<file path="src/rtl/kogge_arb_pkg.sv">
// Shared types and helpers for the Kogge-Stone adder arbiter slice.
// Beats carry a requester id sized for the largest supported NREQ (16).
package kogge_arb_pkg;

  localparam int ADD_W   = 32;
  localparam int MAX_REQ = 16;
  localparam int MAX_IDW = 4;

  typedef struct packed {
    logic [ADD_W-1:0]   a;
    logic [ADD_W-1:0]   b;
    logic               cin;
    logic [MAX_IDW-1:0] id;
    logic               last;
  } beat_t;

  // Round-robin pick: first valid index after ptr, wrapping modulo nreq.
  function automatic logic [MAX_REQ-1:0] rr_pick(input logic [MAX_REQ-1:0] valid,
                                                 input logic [MAX_IDW-1:0] ptr,
                                                 input int                 nreq);
    logic [MAX_REQ-1:0] grant;
    logic [MAX_IDW-1:0] idx;
    logic               found;
    grant = '0;
    found = 1'b0;
    for (int i = 1; i <= MAX_REQ; i++) begin
      idx = MAX_IDW'((int'(ptr) + i) % nreq);
      if (i <= nreq && !found && valid[idx]) begin
        grant[idx] = 1'b1;
        found      = 1'b1;
      end
    end
    return grant;
  endfunction

endpackage

</file>
<file path="src/rtl/rr_arbiter.sv">
// Round-robin arbiter with an optional lock that pins the grant to one
// requester; the priority pointer moves to the granted index on update.
module rr_arbiter
  import kogge_arb_pkg::*;
#(
  parameter int NREQ = 4,
  parameter int IDW  = $clog2(NREQ)
) (
  input  logic            clk_i,
  input  logic            rst_i,
  input  logic [NREQ-1:0] valid_i,
  input  logic            lock_i,
  input  logic [IDW-1:0]  lock_id_i,
  input  logic            update_i,
  output logic [NREQ-1:0] grant_o
);

  logic [IDW-1:0]     ptr_q, ptr_d;
  logic [MAX_REQ-1:0] validWide;
  logic [MAX_REQ-1:0] pickWide;

  always_comb begin
    validWide             = '0;
    validWide[NREQ-1:0]   = valid_i;
    pickWide              = rr_pick(validWide, MAX_IDW'(ptr_q), NREQ);
    grant_o               = pickWide[NREQ-1:0];
    if (lock_i) begin
      grant_o             = '0;
      grant_o[lock_id_i]  = valid_i[lock_id_i];
    end
  end

  always_comb begin
    ptr_d = ptr_q;
    if (update_i) begin
      for (int i = 0; i < NREQ; i++) begin
        if (grant_o[i]) ptr_d = IDW'(i);
      end
    end
  end

  // Reset to the last index so requester 0 is searched first.
  always_ff @(posedge clk_i) begin
    if (rst_i) ptr_q <= IDW'(NREQ - 1);
    else       ptr_q <= ptr_d;
  end

endmodule

</file>
<file path="src/rtl/kogge_adder_arbiter.sv">
// Shares one external Kogge-Stone adder between NREQ requesters through an
// operand stage (S1) and a result stage (S2). Chained adds: KSA_ARB_CHAIN_EN.
module kogge_adder_arbiter
  import kogge_arb_pkg::*;
#(
  parameter int NREQ = 4,
  parameter int IDW  = $clog2(NREQ)
) (
  input  logic                  clk_i,
  input  logic                  rst_i,
  input  logic [NREQ-1:0]       req_valid_i,
  output logic [NREQ-1:0]       req_ready_o,
  input  logic [NREQ*ADD_W-1:0] req_a_i,
  input  logic [NREQ*ADD_W-1:0] req_b_i,
  input  logic [NREQ-1:0]       req_cin_i,
`ifdef KSA_ARB_CHAIN_EN
  input  logic [NREQ-1:0]       req_last_i,
  output logic                  rsp_last_o,
`endif
  output logic                  rsp_valid_o,
  input  logic                  rsp_ready_i,
  output logic [IDW-1:0]        rsp_id_o,
  output logic [ADD_W-1:0]      rsp_sum_o,
  output logic                  rsp_cout_o,
  output logic [ADD_W-1:0]      add_a_o,
  output logic [ADD_W-1:0]      add_b_o,
  output logic                  add_cin_o,
  input  logic [ADD_W-1:0]      add_sum_i,
  input  logic                  add_cout_i
);

  beat_t            s1Beat_q, newBeat;
  logic             s1Valid_q;
  logic             rspValid_q, rspCout_q;
  logic [ADD_W-1:0] rspSum_q;
  logic [IDW-1:0]   rspId_q;
  logic [NREQ-1:0]  grant;
  logic             s2Load, s1CanLoad, fire;
  logic             lockActive;
  logic [IDW-1:0]   lockIdent;

  assign s2Load      = s1Valid_q & (~rspValid_q | rsp_ready_i);
  assign s1CanLoad   = ~s1Valid_q | s2Load;
  assign req_ready_o = grant & {NREQ{s1CanLoad}};
  assign fire        = |(req_ready_o & req_valid_i);

  rr_arbiter #(.NREQ(NREQ), .IDW(IDW)) uArb (
    .clk_i     (clk_i),
    .rst_i     (rst_i),
    .valid_i   (req_valid_i),
    .lock_i    (lockActive),
    .lock_id_i (lockIdent),
    .update_i  (fire),
    .grant_o   (grant)
  );

  always_comb begin
    newBeat = '0;
    for (int i = 0; i < NREQ; i++) begin
      if (grant[i]) begin
        newBeat.a   = req_a_i[ADD_W*i +: ADD_W];
        newBeat.b   = req_b_i[ADD_W*i +: ADD_W];
        newBeat.cin = req_cin_i[i];
        newBeat.id  = MAX_IDW'(i);
`ifdef KSA_ARB_CHAIN_EN
        newBeat.last = req_last_i[i];
`else
        newBeat.last = 1'b1;
`endif
      end
    end
  end

  // S1 keeps its contents when it drains so add_* hold their last value.
  always_ff @(posedge clk_i) begin
    if (rst_i) begin
      s1Valid_q <= 1'b0;
      s1Beat_q  <= '0;
    end else if (fire) begin
      s1Valid_q <= 1'b1;
      s1Beat_q  <= newBeat;
    end else if (s2Load) begin
      s1Valid_q <= 1'b0;
    end
  end

  always_ff @(posedge clk_i) begin
    if (rst_i) begin
      rspValid_q <= 1'b0;
      rspSum_q   <= '0;
      rspCout_q  <= 1'b0;
      rspId_q    <= '0;
    end else if (s2Load) begin
      rspValid_q <= 1'b1;
      rspSum_q   <= add_sum_i;
      rspCout_q  <= add_cout_i;
      rspId_q    <= IDW'(s1Beat_q.id);
    end else if (rsp_ready_i) begin
      rspValid_q <= 1'b0;
    end
  end

`ifdef KSA_ARB_CHAIN_EN
  logic           lock_q, s1Cont_q, chainCarry_q, rspLast_q;
  logic [IDW-1:0] lockId_q;

  // A last=0 fire pins the grant; continuation beats take the saved carry.
  always_ff @(posedge clk_i) begin
    if (rst_i) begin
      lock_q       <= 1'b0;
      lockId_q     <= '0;
      s1Cont_q     <= 1'b0;
      chainCarry_q <= 1'b0;
      rspLast_q    <= 1'b0;
    end else begin
      if (fire) begin
        s1Cont_q <= lock_q;
        lock_q   <= ~newBeat.last;
        lockId_q <= IDW'(newBeat.id);
      end
      if (s2Load) begin
        rspLast_q <= s1Beat_q.last;
        if (!s1Beat_q.last) chainCarry_q <= add_cout_i;
      end
    end
  end

  assign lockActive = lock_q;
  assign lockIdent  = lockId_q;
  assign add_cin_o  = s1Cont_q ? chainCarry_q : s1Beat_q.cin;
  assign rsp_last_o = rspLast_q;
`else
  assign lockActive = 1'b0;
  assign lockIdent  = '0;
  assign add_cin_o  = s1Beat_q.cin;
`endif

  assign add_a_o     = s1Beat_q.a;
  assign add_b_o     = s1Beat_q.b;
  assign rsp_valid_o = rspValid_q;
  assign rsp_sum_o   = rspSum_q;
  assign rsp_cout_o  = rspCout_q;
  assign rsp_id_o    = rspId_q;

endmodule

</file>
<file path="config.mk">
export PLATFORM = sky130hd
export DESIGN_NAME = kogge_adder_arbiter
export DESIGN_NICKNAME = d
export VERILOG_FILES = /design/src/rtl/kogge_arb_pkg.sv /design/src/rtl/rr_arbiter.sv /design/src/rtl/kogge_adder_arbiter.sv
export SDC_FILE = /design/constraint.sdc
export NUM_CORES = 1
export LEC_CHECK = 0
export CORE_AREA = 2 2 156 158
export CTS_CLUSTER_SIZE = 30
export DETAILED_ROUTE_END_ITERATION = 10
export DIE_AREA = 0 0 158 160
export HOLD_SLACK_MARGIN = 0.03
export PLACE_DENSITY_LB_ADDON = 0.25
export SLEW_MARGIN = 20
export SYNTH_ARGS = -nofsm -noshare
export SYNTH_HDL_FRONTEND = slang
export SYNTH_SLANG_ARGS = --single-unit
</file>
<file path="constraint.sdc">
create_clock -name clk_i -period 3.4 [get_ports clk_i]
set_input_delay 0.85 -clock clk_i [delete_from_list [all_inputs] [get_ports clk_i]]
set_output_delay 0.85 -clock clk_i [all_outputs]
set_load 0.01 [all_outputs]
</file>
# Word-level counts from Yosys, hierarchy flattened
# Index checks and enable logic that the tools add are counted.
# totals
output_inout_bits,105
ff_bits,106
# op_classes
n_lt_le_gt_ge,8
add_sub_neg,4
n_reduce_logical,19
bitwise,14
n_mux,35
# ops
cell,count
$mux 70,4
$lt 4x5->1 const B,4
$ge 4x1->1 const B,4
$mux 4,4
$mux 1,15
$bmux 1 s3,4
$demux 1 s3,4
$or 4x4->4,3
$and 4x4->4,2
$mux 2,4
$reduce_or 2->1,4
$logic_and 1x1->1,7
$add 2x1->2 const B,2
$add 2x2->2 const B,2
$and 1x1->1 const A,4
$reduce_bool 2->1,2
$reduce_bool 4->1,1
$reduce_or 4->1,1
$logic_not 1->1,3
$not 1->1,2
$or 1x1->1,2
$reduce_and 2->1,1
$and 1x1->1,1

# Depth between registers and ports, before layout
# Gate-level depths: netlist (run 1).
# depth
ltp_word,19
ltp_mapped,14

# Cells and area by module
# A second synthesis (run 1) with hierarchy kept.
# hier_totals
cells_unflattened,1072
hier_area_um2,8922.3
# by_module_without_submodules
module,instances,cells_per_inst,area_each_um2
kogge_adder_arbiter,1,1004,8299.2
rr_arbiter,1,68,623.1

# Worst setup path after synthesis (run 1)
# Ideal clock, no wire load.
# synth_path
kind,input port to output port
start,in req_valid_i[3]
end,out req_ready_o[3]
arrival_time_ns,2.443
path_slack_ns,0.107
n_path_buf,1
cell_stages,6
path_cell_list,or3b_1 > a2111o_1 > a21bo_2 > and3_1 > clkbuf_1 > nor2_1
# synth_between
elab_chain_cells,13
word_cells_on_any_way,25
cone_classes,mux (15); bitwise (4); reduce/logical (6)
# synth_rtl
element,line,source
from (decl),kogge_adder_arbiter.sv:11,"input logic [NREQ-1:0] req_valid_i,"
$bmux 1 s3,kogge_arb_pkg.sv:28,if (i <= nreq && !found && valid[idx]) begin
$mux 1 (not written as such),kogge_arb_pkg.sv:28,
$mux 1,kogge_arb_pkg.sv:28,
$logic_not 1->1,kogge_arb_pkg.sv:28,
$logic_and 1x1->1,kogge_arb_pkg.sv:28,
$mux 1,kogge_arb_pkg.sv:28,
$logic_not 1->1,kogge_arb_pkg.sv:28,
$logic_and 1x1->1,kogge_arb_pkg.sv:28,
$mux 1,kogge_arb_pkg.sv:28,
$logic_not 1->1,kogge_arb_pkg.sv:28,
$logic_and 1x1->1,kogge_arb_pkg.sv:28,
$mux 4 (*),kogge_arb_pkg.sv:28,
$and 4x4->4 (*),kogge_adder_arbiter.sv:44,assign req_ready_o = grant & {NREQ{s1CanLoad}};
to (decl),kogge_adder_arbiter.sv:12,"output logic [NREQ-1:0] req_ready_o,"
# Every way passes the cells marked *; elsewhere a longest branch is shown, timed or not. The select of a mux whose other input is x is not followed.

# Worst setup path after layout (run 1)
# layout_path
start,in req_valid_i[3]
end,out req_ready_o[1]
# The elaborated chain is that of the path after synthesis.

==> results.cfg, run 1 <==
[sta]
relSlewSlack_pct = 45.79
hold_viol_final = 0
tightest_slew_ps = 813.1
drv_slew = 0
setup_viol = 0
fin_ws_ps = 49.77
post-route-period-util_pct = 98.54
rsz0062_at_grt = yes
clock.fmax_mhz = 298.5
period_minus_slack_ps = 3350
clock_skew_ps = 10.66

[finish]
n_fill_cell = 2424
areaGrowthSynthToFinish_pct = 71.55
design_area_sq_um = 10950
finalNetCount = 1462
drive_gt1_share_pct = 9.664
diodes = 0

[clocking]
clk-insertion-delay-late_ps = 360
cts_tree = built
cts_root_buf = clkbuf_16
numClockSinks = 106
cts_made_buffers = 9
cts_hold_buf = 0
clkSlewWorstSetupHoldPaths_ps = 90
htree_levels = 3
cts_max_path_buffers = 2

[detailed_routing]
ant_nets = 0
wire_per_inst_microns = 17.71
viasPerCell = 4.862
drc = 0
wirelength_microns = 26270
vias = 7211
first_pass_iters = 5
drt_iter0_markers = 315

[pwr]
combPwrFrac_pct = 67.4
power_frac_seq_pct = 20.3
peakVddDrop_mv = 0.6503
p_clk_share_pct = 12.4
p_sw_share_pct = 44.28
p_per_area_nw_per_um2 = 835.4
switching_power_w = 0.004051
internal_power_w = 0.005099
cellLeakagePower_nw = 4.548

[yosys]
synth_top_area_share_pct = 33.24
avgSynthCellArea_sq_um = 7.739
syn_area_sq_um = 6385
synth.area.top_cells = dfxtp_1, a311oi_1, nand2_1, buf_4, a21o_1
synth_cells = 825
synth_area_leader_cell = dfxtp_1
ys_types = 40
syn_nets = 1133
synth_warnings = 0
ys_seq_elements = 106
seq_area_frac_synth_pct = 33.24

[critical_path]
worstRegToRegCells = 13
cp-end-kind = output pin
crit_arrival_ps = 2500
critPathKind = input port to output pin
r2r-end = add_a_o[0]$_SDFFE_PP0P_
crit_chain = buf_6, buf_6, buf_4, mux4_2, nand3b_1, a21oi_2, or2_2, and2_1, buf_4
reg2reg_from = uArb.ptr_q[0]$_SDFFE_PP1P_
crit_required_ps = 2550
cp-start-kind = input port
cpPeakStageDelay_ps = 510
worst-path-max-fanout = 5
cp-startpoint = req_valid_i[3]
crit_slowest_cell = mux4_2
ff2ff_setup_slack_ps = 150

[global_routing]
globalRouteMet1Util_pct = 22.81
antenna_found_initial = 1
grtUsageTotal_pct = 19.39
grt_most_used_layer = met2
grt_use_met3_pct = 5.129
grt_max_degree = 67
grt_pass1_wl_microns = 38380
overflow = 0
grt_pass1_vias = 6953
grt_use_met2_pct = 34.58

[placement]
place_congestion = 0.8285
port-buffer-count = 404
dp_hpwl_microns = 18610
dpl-instance-area_sq_um = 10460
post-place-ws_ps = -767.8

[floorplan]
initial_utilization_pct = 26.80
die_h_microns = 160
rows = 57
die_area_sq_um = 25280
io_pins = 405
die_w_microns = 158
core_sq_um = 23820

[worst_hold_path]
min_path_cells = 2
min_to = rsp_sum_o[17]$_SDFFE_PP0P_
hold_start = rsp_sum_o[17]$_SDFFE_PP0P_
hold_class = register to register

[flow_run]
cap_violations = 0

[status]
status = finished, final reports clean
metrics by stage:
step | util (%) | instances | setup TNS, ps | power (W) | hold WS (ps)
floorplan | - | 825 | 0 | 0.005726 | 432.3
global placement | 43.91 | 1458 | -40910 | 0.007817 | 441.2
detailed placement | 43.91 | 1458 | -43210 | 0.007866 | 445.3
CTS | 45.51 | 1478 | 0 | 0.009049 | 458.9
global route | 45.98 | 1483 | -44.53 | 0.009859 | 471.6
finish | 45.98 | 1483 | 0 | 0.009150 | 454.6
cells by family after synthesis:
| kind of cell | count (synthesis) | synth area share [%] |
|---|---|---|
| mux | 3 | 1.058 |
| fa+ha+maj | 8 | 1.568 |
| compound gates | 254 | 28.34 |
| flops | 106 | 33.24 |
| simple gates | 309 | 22.26 |
| buf+inv | 145 | 13.54 |
worst max-delay path by stage:
| stage | cells past startpoint | to | slack [ps] |
|---|---|---|---|
| finish | 9 | req_ready_o[1] | 50 |
| global route | 9 | req_ready_o[0] | -30 |
| CTS | 8 | req_ready_o[1] | 0.3 |
| detailed placement | 7 | req_ready_o[3] | -770 |
| global placement | 7 | req_ready_o[3] | -750 |
| floorplan | 6 | req_ready_o[3] | 110 |
cell usage in the layout, fill, tap and decap left out, types with 2 or more instances in the layout:
| cell | Yosys | layout |
|---|---|---|
| buf_2 | 11 | 4 |
| and2_1 | 2 | 2 |
| o22ai_1 | 65 | 65 |
| buf_6 | 6 | 5 |
| a21oi_2 | 1 | 5 |
| clkdlybuf4s50_1 | 0 | 395 |
| and3_1 | 67 | 66 |
| buf_12 | 0 | 8 |
| mux4_2 | 3 | 3 |
| nand3b_1 | 6 | 6 |
| a311oi_1 | 65 | 57 |
| nor2b_1 | 5 | 4 |
| a21oi_1 | 43 | 39 |
| clkbuf_2 | 2 | 2 |
| or2_2 | 1 | 2 |
| nor3_1 | 3 | 3 |
| nand2_1 | 140 | 140 |
| o21bai_1 | 2 | 2 |
| a21o_1 | 67 | 67 |
| nor2_1 | 75 | 73 |
| inv_8 | 0 | 2 |
| clkinv_8 | 0 | 3 |
| dfxtp_1 | 106 | 105 |
| a311oi_2 | 0 | 8 |
| nand2b_1 | 3 | 3 |
| buf_4 | 69 | 45 |
| clkbuf_16 | 0 | 11 |
| o211ai_1 | 2 | 2 |
| a22oi_1 | 2 | 2 |
| ha_1 | 8 | 8 |
| inv_1 | 2 | 2 |
sequential cells by signal, summed over array words and instances, names as in the netlist, 2 cells and up:
register and cells:
s1Beat_q 2, rsp_sum_o 32, rsp_id_o 2, uArb.ptr_q 2, add_a_o 32, add_b_o 32
per-layer routing:
metal  part of all wire (%)  vias to the layer above
met5                  0.049                        -
met4                    1.9                        2
met3                    7.9                       34
met2                     49                      293
met1                     41                     3321
li1                       -                     3561
worst max-delay path: cells and delay by family:
kind	cells	cell delay (ps)
mux	1	510
compound gates	1	70
buf+inv	4	480
simple gates	3	590
power by group through the flow:
stage | clock network (W) | registers, W | logic [W]
floorplan | 0 | 0.00190 | 0.00383
global placement | 0 | 0.00187 | 0.00595
detailed placement | 0 | 0.00188 | 0.00599
CTS | 0.00118 | 0.00186 | 0.00602
global route | 0.00122 | 0.00190 | 0.00673
finish | 0.00113 | 0.00185 | 0.00616
final cells by class:
cell class	instances	area, sq um	area share, %
Timing Repair Buffer	461	4588	41.89
Clock inverter	7	96.34	0.8796
Sequential cell	106	2123	19.39
Inverter	2	7.507	0.06854
Tap cell	324	405.4	3.701
Clock buffer	9	225.2	2.056
Multi-Input combinational cell	574	3507	32.02
cells in the mapped netlist:
cell and count:
nor4_4 1, a22oi_1 2, buf_4 69, nor3_1 3, or3b_2 1, clkbuf_1 53
mux4_2 3, a21oi_2 1, nand2b_1 3, o211ai_1 2, a311oi_1 65, nor2_1 75
a211oi_1 1, or2_1 1, o21bai_1 2, clkbuf_2 2, nand2_1 140, and2_1 2
or3b_1 1, o22ai_1 65, nor2b_1 5, or2_2 1, or3_1 1, nand3_2 1
buf_2 11, nand3_1 1, a21boi_1 2, ha_1 8, nand3b_1 6, a21oi_1 43
a21bo_2 1, a2111o_1 1, and3_1 67, inv_1 2, o41ai_1 1, a221oi_1 1
buf_6 6, dfxtp_1 106, a21o_1 67, buf_1 2
what timing repair did:
item | 4_1_cts | 5_1_grt
setup endpoints to repair | 71 | 67
gates cloned | 0 | 2
buffers inserted | 4 | 4
pin swaps | 7 | 3
gates resized for setup | 37 | 17
Power figures use the tool's default switching activity.
==> run 2: changes to the inputs <==
--- a/config.mk
+++ b/config.mk
@@ -6,11 +6,12 @@
 export NUM_CORES = 1
 export LEC_CHECK = 0
 export CORE_AREA = 2 2 156 158
+export CTS_CLUSTER_DIAMETER = 200
 export CTS_CLUSTER_SIZE = 30
 export DETAILED_ROUTE_END_ITERATION = 10
 export DIE_AREA = 0 0 158 160
 export HOLD_SLACK_MARGIN = 0.03
-export PLACE_DENSITY_LB_ADDON = 0.25
+export PLACE_DENSITY = 0.68
 export SLEW_MARGIN = 20
 export SYNTH_ARGS = -nofsm -noshare
 export SYNTH_HDL_FRONTEND = slang
==> run 2 against run 1 <==
  * Worst setup slack improved by 6.8 ps
  * Clock power about the same
  * Sequential share of layout area decreased by 0.11 points
  * Die area unchanged
  * Largest power group unchanged
  * Maximum frequency increased by 0.20%
==> results.cfg, run 2 (synthesis results as in run 1) <==
[clocking]
cts_made_buffers = 9
cts_tree = built
cts_max_path_buffers = 2
clkSlewWorstSetupHoldPaths_ps = 80
cts_root_buf = clkbuf_16
clk-insertion-delay-late_ps = 350
numClockSinks = 106
cts_hold_buf = 0
htree_levels = 3

[finish]
drive_gt1_share_pct = 9.162
diodes = 0
areaGrowthSynthToFinish_pct = 72.53
design_area_sq_um = 11020
mostFrequentLayoutCell = clkdlybuf4s50_1
n_fill_cell = 2385
finalNetCount = 1460
final_cell_mix = clkdlybuf4s50_1, nand2_1, dfxtp_1, nor2_1, a21o_1
multi_input_area_sq_um = 3476
regArea_sq_um = 2123

[sta]
clock.fmax_mhz = 299.1
hold_viol_final = 0
drv_slew = 0
period_minus_slack_ps = 3343
setup_viol = 0
whs_ps = 455.5
tightest_slew_ps = 811.5
rsz0062_at_grt = no
relSlewSlack_pct = 45.90
post-route-period-util_pct = 98.34
clock_skew_ps = 6.842

[detailed_routing]
wire_per_inst_microns = 17.53
wirelength_microns = 25970
vias = 7276
ant_nets = 0
viasPerCell = 4.913
first_pass_iters = 5
drc = 0
drt_iter0_markers = 339

[floorplan]
die_h_microns = 160
io_pins = 405
die_area_sq_um = 25280
rows = 57
die_w_microns = 158
core_sq_um = 23820
initial_utilization_pct = 26.80

[critical_path]
crit_buf_inv = 4
crit_arrival_ps = 2490
cp-end-kind = output pin
reg2reg_from = uArb.ptr_q[0]$_SDFFE_PP1P_
cpPeakStageDelay_ps = 470
crit_chain = buf_2, buf_6, mux4_2, buf_6, nand3b_1, a21o_1, and3_4, nor2_2, buf_2
cp-start-kind = input port
cp-endpoint = req_ready_o[3]
crit_slowest_cell = mux4_2
critPathKind = input port to output pin
critical_path_depth = 9
worstRegToRegCells = 14
r2r-end = add_b_o[1]$_SDFFE_PP0P_
cp_top_family = buffers and inverters
worst-path-max-fanout = 6
crit_required_ps = 2550
ff2ff_setup_slack_ps = 180
cp-startpoint = req_valid_i[2]

[pwr]
cellLeakagePower_nw = 4.584
peakVddDrop_mv = 0.4077
p_per_area_nw_per_um2 = 844.6

[worst_hold_path]
hold_class = register to register

[global_routing]
overflow = 0
grt_pass1_wl_microns = 38410
grtUsageTotal_pct = 19.53
grt_pass1_vias = 7100
grt_max_degree = 69
antenna_found_initial = 0

[placement]
dp_hpwl_microns = 18460
place_congestion = 0.8638
port-buffer-count = 404
dpl-instance-area_sq_um = 10420

[status]
status = finished, final reports clean

[flow_run]
cap_violations = 0
## run 2: through the flow
stage | power, W | std cells | setup TNS (ps) | setup slack, ps | util, %
6_report | 0.009303 | 1481 | 0 | 56.58 | 46.24
5_1_grt | 0.009979 | 1481 | 0 | 2.775 | 46.24
4_1_cts | 0.009376 | 1479 | 0 | 0.4519 | 46.20
3_5_place_dp | 0.007762 | 1451 | -42880 | -724.7 | 43.74
3_3_place_gp | 0.007685 | 1451 | -39080 | -721.6 | 43.74
2_1_floorplan | 0.005726 | 825 | 0 | 106.9 | -
## run 2: layout make-up
class / instances / share of cell area [%]
multi-input cells: 574 / 31.55
clock buffers: 9 / 2.045
repair buffers: 459 / 42.50
well taps: 324 / 3.680
flip-flops and latches: 106 / 19.28
clock inverters: 7 / 0.8746
inverters: 2 / 0.06815
## run 2: metal layers
metal	global-route usage, %	part of all wire [%]
met5	0	0
met3	5.020	7.4
met4	5.979	2.1
met1	23.36	42
met2	34.07	48
## run 2: tightest hold or removal path, cell delays in order, from the launching register on
cell	delay [ps]
dfxtp_1	310
nand2_1	50
a21oi_1	50
## run 2: report_power, final
group | internal [W] | switching, W
clock | 0.000595 | 0.000544
sequential | 0.00166 | 0.000201
combinational | 0.00303 | 0.00328
total | 0.00528 | 0.00402
## run 2: worst min-delay path by stage
stage                                    start  cells after the start                          to
CTS                   s1Beat_q[1]$_SDFFE_PP0P_                      2    rsp_id_o[0]$_SDFFE_PP0P_
floorplan             s1Beat_q[1]$_SDFFE_PP0P_                      2    rsp_id_o[0]$_SDFFE_PP0P_
finish               rsp_sum_o[2]$_SDFFE_PP0P_                      2   rsp_sum_o[2]$_SDFFE_PP0P_
global route        rsp_sum_o[25]$_SDFFE_PP0P_                      2  rsp_sum_o[25]$_SDFFE_PP0P_
global placement      s1Beat_q[2]$_SDFFE_PP0P_                      2    rsp_id_o[1]$_SDFFE_PP0P_
detailed placement    s1Beat_q[1]$_SDFFE_PP0P_                      2    rsp_id_o[0]$_SDFFE_PP0P_
## run 2: what timing repair did
action	CTS	global route
cloned	4	0
endpoints found under the hold margin	0	0
pin swaps	8	6
gates resized for setup	45	10
setup buffers	8	2
setup endpoints to repair	69	18
